File: config.mk
export PLATFORM = sky130hd
export DESIGN_NAME = fp_adder_unit
export DESIGN_NICKNAME = d
export VERILOG_FILES = /design/src/rtl/fp_adder_unit.sv
export SDC_FILE = /design/constraint.sdc
export NUM_CORES = 1
export LEC_CHECK = 0
export ABC_AREA = 1
export BUFFER_PORTS_ARGS = -buffer_cell sky130_fd_sc_hd__buf_2
export CORE_ASPECT_RATIO = 0.7
export CORE_MARGIN = 3
export CORE_UTILIZATION = 65
export DETAILED_ROUTE_END_ITERATION = 10
export PLACE_DENSITY = 0.82
export SLEW_MARGIN = 10
export SYNTH_ARGS = -nofsm -noshare
export SYNTH_HDL_FRONTEND = slang
export SYNTH_SLANG_ARGS = --single-unit
File: constraint.sdc
create_clock -name clock_in -period 2.7 [get_ports clock_in]
set_input_delay 0.54 -clock clock_in [delete_from_list [all_inputs] [get_ports clock_in]]
set_output_delay 0.54 -clock clock_in [all_outputs]
set_load 0.1 [all_outputs]
File: src/rtl/fp_adder_unit.sv
// Single-cycle registered floating-point adder with flush-to-zero inputs and overflow/underflow flags.
// Define FPA_ROUND_NEAREST_EN for round-to-nearest-even; otherwise results truncate toward zero.
module fp_adder_unit #(
    parameter int unsigned EXP_WIDTH      = 8,
    parameter int unsigned MANTISSA_WIDTH = 23
) (
    input  logic                                clock_in,
    input  logic                                reset_in,
    input  logic [EXP_WIDTH+MANTISSA_WIDTH:0]   a_in,
    input  logic [EXP_WIDTH+MANTISSA_WIDTH:0]   b_in,
    output logic [EXP_WIDTH+MANTISSA_WIDTH:0]   fpa_out,
    output logic                                overflow_out,
    output logic                                underflow_out
);

    localparam int E    = int'(EXP_WIDTH);
    localparam int M    = int'(MANTISSA_WIDTH);
    localparam int XW   = M + 4;
    localparam int EMAX = (1 << E) - 1;
    localparam logic [E-1:0]  EXP_ONES = '1;
    localparam logic [XW-1:0] ONES     = '1;
    localparam logic [E+M:0]  QNAN     = {1'b0, EXP_ONES, 1'b1, {(M-1){1'b0}}};

    logic         sa, sb;
    logic [E-1:0] ea, eb;
    logic [M-1:0] fa, fb;

    assign {sa, ea, fa} = a_in;
    assign {sb, eb, fb} = b_in;

    logic          swap, sl;
    logic [E-1:0]  el, es;
    logic [XW-1:0] ml, ms, aligned, dif, norm;
    logic [XW:0]   sum;
    logic [M-1:0]  frac;
    int            diff, lzc, exp_r;
    logic          nan_a, nan_b, inf_a, inf_b, za, zb;
    logic [E+M:0]  res;
    logic          ovf, unf;
`ifdef FPA_ROUND_NEAREST_EN
    logic [M+1:0]  mant;
`endif

    always_comb begin
        swap = {eb, fb} > {ea, fa};
        sl   = swap ? sb : sa;
        el   = swap ? eb : ea;
        es   = swap ? ea : eb;
        ml   = {1'b1, (swap ? fb : fa), 3'b000};
        ms   = {1'b1, (swap ? fa : fb), 3'b000};
        diff = int'(el) - int'(es);

        // Bits shifted past the round position collapse into the sticky LSB.
        if (diff >= XW - 1) begin
            aligned = {{(XW-1){1'b0}}, 1'b1};
        end else begin
            aligned    = ms >> diff;
            aligned[0] = aligned[0] | (|(ms & ~(ONES << diff)));
        end

        sum   = {1'b0, ml} + {1'b0, aligned};
        dif   = ml - aligned;
        lzc   = 0;
        exp_r = int'(el);
        if (sa == sb) begin
            if (sum[XW]) begin
                norm  = {sum[XW:2], sum[1] | sum[0]};
                exp_r = exp_r + 1;
            end else begin
                norm = sum[XW-1:0];
            end
        end else begin
            for (int i = 0; i < XW; i++) begin
                if (dif[i]) lzc = XW - 1 - i;
            end
            norm  = dif << lzc;
            exp_r = exp_r - lzc;
        end

`ifdef FPA_ROUND_NEAREST_EN
        mant = {1'b0, norm[XW-1:3]};
        if (norm[2] & (norm[1] | norm[0] | norm[3])) begin
            mant = mant + {{(M+1){1'b0}}, 1'b1};
        end
        frac  = mant[M+1] ? mant[M:1] : mant[M-1:0];
        exp_r = exp_r + int'(mant[M+1]);
`else
        frac = norm[XW-2:3];
`endif

        nan_a = (ea == EXP_ONES) && (fa != '0);
        nan_b = (eb == EXP_ONES) && (fb != '0);
        inf_a = (ea == EXP_ONES) && (fa == '0);
        inf_b = (eb == EXP_ONES) && (fb == '0);
        za    = (ea == '0);
        zb    = (eb == '0);

        res = '0;
        ovf = 1'b0;
        unf = 1'b0;
        if (nan_a || nan_b || (inf_a && inf_b && (sa != sb))) begin
            res = QNAN;
        end else if (inf_a) begin
            res = a_in;
        end else if (inf_b) begin
            res = b_in;
        end else if (za && zb) begin
            res = {sa & sb, {(E+M){1'b0}}};
        end else if (za) begin
            res = b_in;
        end else if (zb) begin
            res = a_in;
        end else if (norm == '0) begin
            res = '0;
        end else if (exp_r >= EMAX) begin
            res = {sl, EXP_ONES, {M{1'b0}}};
            ovf = 1'b1;
        end else if (exp_r <= 0) begin
            res = {sl, {(E+M){1'b0}}};
            unf = 1'b1;
        end else begin
            res = {sl, exp_r[E-1:0], frac};
        end
    end

    always_ff @(posedge clock_in or posedge reset_in) begin
        if (reset_in) begin
            fpa_out       <= '0;
            overflow_out  <= 1'b0;
            underflow_out <= 1'b0;
        end else begin
            fpa_out       <= res;
            overflow_out  <= ovf;
            underflow_out <= unf;
        end
    end

endmodule

==> metrics.md, run 1 <==
| Metric | Value |
|---|---|
| Outcome | did not finish |
| Stopping stage | 3_5_place_dp |
| First error | [ERROR DPL-0033] detailed placement checks failed during check placement. |
| Initial core utilization | 0.668 |
| Seq/Total Area, Yosys | 0.0775 |
| Syn avg cell area | about 5.4 µm² |
| Gpl congestion | between 1 and 1.5 |
| Synth cell types | 61 |
| Synth async-reset ratio | 1.00 |
| PortBufs | just under 100 |
| Die X | ~160 µm |
| Syn Std Cell Area | approximately 0.011 mm² |
| Syn_nets | between 2k and 2.5k |
| Post-synth EDFFs | 0 |
| Yosys warning count | 0 |
| Synth Flop Type | dfrtp_1 |
| Post-synthesis cell count | 2029 |
| Number of synthesized register bits | 34 |
| Die Y | 115 µm |
| Boundary Pins | 100 |
| Hpwl dp | between 50 and 60 mm |
| Site Rows | 39 |
==> metrics by stage <==
step	cell area, µm²	setup WS, ns	setup TNS, ns	std cells
floorplan	11500	-5.95	-196.34	2029
global placement	16400	-6.53	-217.52	2864
==> Yosys cell counts, types with 2 or more instances <==
master	count	area [µm²]
a22oi_1	8	60.1
nor2_2	7	43.8
inv_1	238	893
a211oi_1	6	45.0
o21bai_1	3	22.5
o21ai_0	110	551
o31ai_1	10	75.1
or2_2	7	43.8
a31o_2	2	17.5
dfrtp_1	34	851
a31oi_1	8	50.1
buf_4	3	22.5
nand4_1	64	400
buf_2	24	120
a21oi_1	147	736
nor4_1	9	56.3
nand3_1	310	1550
inv_2	13	48.8
clkbuf_1	59	221
nor2_1	138	518
ha_1	93	1160
o21ai_1	14	70.1
nand2_4	3	33.8
nand2_1	553	2080
buf_1	10	37.5
nor3_1	16	80.1
o21a_1	2	15.0
nand2_2	5	31.3
a2111oi_0	4	35.0
clkinv_1	7	26.3
nand3_2	3	30.0
xor2_1	41	359
o41ai_1	3	26.3
o2111ai_1	7	61.3
a21boi_1	3	22.5
a211o_1	2	17.5
o32ai_1	2	17.5
a21boi_2	2	22.5
fa_1	2	40.0
o21ai_2	4	35.0
o211ai_1	24	180
a21o_1	2	15.0
nand3b_1	4	30.0
xnor2_1	3	26.3
buf_6	4	45.0
==> logic make-up after synthesis <==
group	synth area share
AO/OA/AOI/OAI	0.196
XOR/XNOR	0.0366
adder cells (fa/ha/maj)	0.110
buffers and inverters	0.129
flip-flops	0.0775
multiplexers	0.000912
AND/OR/NAND/NOR	0.450
==> run 2: changes to the inputs <==
CORE_ASPECT_RATIO = unset   (was 0.7)
CORE_UTILIZATION = 40   (was 65)
PLACE_DENSITY = unset   (was 0.82)
PLACE_DENSITY_LB_ADDON = 0.15   (was unset)
==> run 2 against run 1 <==
  * The flow now finishes, with violations (negative setup slack)
  * Synthesized area unchanged
  * Synthesized cell count unchanged
==> metrics.md, run 2 <==
| Metric | Value |
|---|---|
| Most common cell in the netlist | nand2_1 |
| Crit path top cell by count | nand2_2 |
| Switching pwr | roughly 7.5 mW |
| Yosys warning count | 0 (unchanged) |
| Clock sink count | 34 |
| Power share of the sequential group | 0.057 |
| Post-DRT Antenna Nets | 0 |
| Tcrit/Tclk final | 3.38 |
| Endpoints failing setup | 34 |
| Clk pwr share | 0.056 |
| Biggest area consumer among synthesized cells | nand2_1 |
| Area growth, synth to finish | 75.0% |
| Failing checks | negative setup slack |
| Synth async-reset ratio | 1.00 (unchanged) |
| Syn avg cell area | 5.41 µm² (unchanged) |
| Worst min path class | primary input to asynchronous set/reset pin |
| Initial core utilization | 0.407 (-0.260) |
| Relative slew slack | 0.519 |
| Final core occ | 0.713 |
| MaxCap Viol Count | 0 |
| CP Max Fanout | 8 |
| Core area | between 0.02 and 0.03 mm² |
| Post-synthesis cell count | 2029 (unchanged) |
| Most frequent cells in the layout | 724 x buf_4, 477 x nand2_1, 253 x nand3_1, 208 x inv_1, 127 x a21oi_1 |
| Startpoint types | primary input |
| Die X | 172 µm (+6.4%) |
| Outcome | complete, but fails checks |
| Switching Share | 0.556 |
| Fin nets | approximately 3k |
| Clock buffer depth | 2 |
| Buf+Inv Stages, Crit Path | 16 |
| LEAKAGE | 10.3 nW |
| GRT Overall Usage | 0.375 |
| WL final | approximately 59 mm |
| Site Rows | 60 (+54%) |
| Vias per Instance | about 5.5 |
| Final hold vios | 0 |
| Vias in the first global route | ~16k |
| Routed WL per cell | around 19 µm |
| Seq/Total Area, Yosys | 0.0775 (unchanged) |
| Die Y | 172 µm (+50%) |
| Peak supply drop | approximately 0.56 mV |
| H-tree depth | 2 |
| Int Power | about 6 mW |
| Yosys top cell area share | 0.189 (unchanged) |
| Syn_nets | 2190 (unchanged) |
| Max incr delay on CP | approximately 0.35 ns |
| Combinational Power Share | 0.888 |
| Die area | ~0.03 mm² |
| Boundary Pins | 100 (unchanged) |
| CP endpoint kind | register |
| Time the worst path needs with I/O delays and setup | slightly above 9 ns |
| Number of synthesized register bits | 34 (unchanged) |
| Vias post-DR | approximately 17k |
| Largest register FFs | 32 |
| Critical-path top delay cell | fa_2 |
| DR DRC count | 0 |
| Antenna violations before repair | 4 |
| Largest net degree at the start of global routing | 55 |
| Most frequent cells after synthesis | 553 x nand2_1, 310 x nand3_1, 238 x inv_1 |
| Hpwl dp | 47.3 mm (-20%) |
| Layout cell share with drive strength beyond 1 | 0.431 |
| Drt pass-1 iters | 7 |
| Worst-Margin Slew | 0.714 ns |
| Req. time, crit path | a little under 3 ns |
| Gpl congestion | 1.05 (-11%) |
| Critical path class | primary input to register |
| CTS clk-pin slew, worst paths | ~0.06 ns |
| Synth Flop Type | dfrtp_1 |
| Total grt overflow | 0 |
| Syn Std Cell Area | 0.0110 mm² (unchanged) |
| CTS tree | done |
| Final worst setup slack | -6.42 ns |
| Clk root buf | clkbuf_16 |
| DR iter-0 viols | 1725 |
| Largest regs | fpa_out (32), overflow_out (1), underflow_out (1) |
| Num CTS Buffers | 5 |
| P per Cell Area | a little over 700 mW/mm² |
| CP delay by family, top | simple AND/OR/NAND/NOR gates |
| Most common cell after layout, fill and taps aside | buf_4 |
| Synth cell types | 61 (unchanged) |
| Fmax | about 0.11 GHz |
| Total power | 13.6 mW |
| Synth area leaders | nand2_1 19%, nand3_1 14%, ha_1 11%, inv_1 8.1%, dfrtp_1 7.7% |
| Reg with most FFs | fpa_out |
| Arr. time, crit path | 9.32 ns |
| PortBufs | 99 (unchanged) |
| Unrepaired setup endpoints after global routing | yes |
| Slew Limit Fails | 0 |
| Post-synth EDFFs | 0 (unchanged) |
| Wire length of the first global-routing pass | 86.4 mm |
## run 2: cell counts after synthesis
No cell type changed its count.
## run 2: timing repair
action | 4_1_cts | 5_1_grt
hold buffers | 0 | 0
buffers inserted | 61 | 31
pin swaps | 86 | 111
endpoints found under the setup margin | 34 | 34
gates resized for setup | 203 | 172
cloned | 2 | 2
## run 2: routing by layer
| metal | wire length [µm] | vias to the layer above | track usage |
|---|---|---|---|
| met2 | 26100 | 864 | 0.597 |
| li1 | - | 8302 | - |
| met4 | 3480 | 2 | 0.188 |
| met5 | 12 | - | 0 |
| met3 | 5550 | 207 | 0.0699 |
| met1 | 23800 | 7938 | 0.486 |
## run 2: kinds of logic (layout without fill, tap and decap cells)
kind of cell / Yosys count / count (layout) / share of synthesized area
AO/OA/AOI/OAI: 372 / 372 / 0.196
XOR/XNOR: 45 / 45 / 0.0366
adder cells (fa/ha/maj): 95 / 95 / 0.110
buffers and inverters: 358 / 1108 / 0.129
flip-flops: 34 / 34 / 0.0775
multiplexers: 1 / 1 / 0.000912
other: 0 / 3 / 0
AND/OR/NAND/NOR: 1124 / 1125 / 0.450
## run 2: worst paths after layout
| kind | startpoint | to | depth (start not counted) | slack [ns] |
|---|---|---|---|---|
| min in group clock_in | b_in[24] | fpa_out[24] | 4 | 0.67 |
| max | b_in[21] | fpa_out[11] | 67 | -6.42 |
| max in group asynchronous | reset_in | fpa_out[9] | 3 | 2.05 |
| min | reset_in | fpa_out[31] | 3 | 0.34 |
## run 2: metrics by stage
step	std cells	hold WS (ns)	setup TNS (ns)	cell area [µm²]	setup slack (ns)
6_report	3124	0.335	-212.01	19200	-6.42
3_3_place_gp	3025	0.642	-230.44	16800	-7.01
4_1_cts	3093	0.353	-198.63	18400	-5.95
2_1_floorplan	2029	0.668	-196.34	11500	-5.95
5_1_grt	3124	0.403	-227.54	19200	-6.86
3_5_place_dp	3025	0.653	-236.03	16800	-7.12
## run 2: final cells by class
cell class / count / area, µm²
tap: 341 / 427
timing repair buffer: 842 / 6280
antenna: 3 / 7.51
multi-input combinational: 1638 / 10400
inverter: 258 / 1030
clock inverter: 3 / 68.8
fill: 2276 / 7740
sequential: 34 / 851
clock buffer: 5 / 125
## run 2: worst min-delay path: cells and delay by family
kind,cells,cell delay (ns)
buffers and inverters,3,0.50
## run 2: power by group through the flow
stage          sequential [mW]  combinational [mW]  clock (mW)
4_1_cts                  0.771                11.2       0.757
2_1_floorplan             2.34                4.38           0
3_5_place_dp             0.778                10.3           0
5_1_grt                  0.791                12.8       0.772
3_3_place_gp             0.777                10.2           0
6_report                 0.769                12.0       0.753
(Power assumes the default switching activity.)
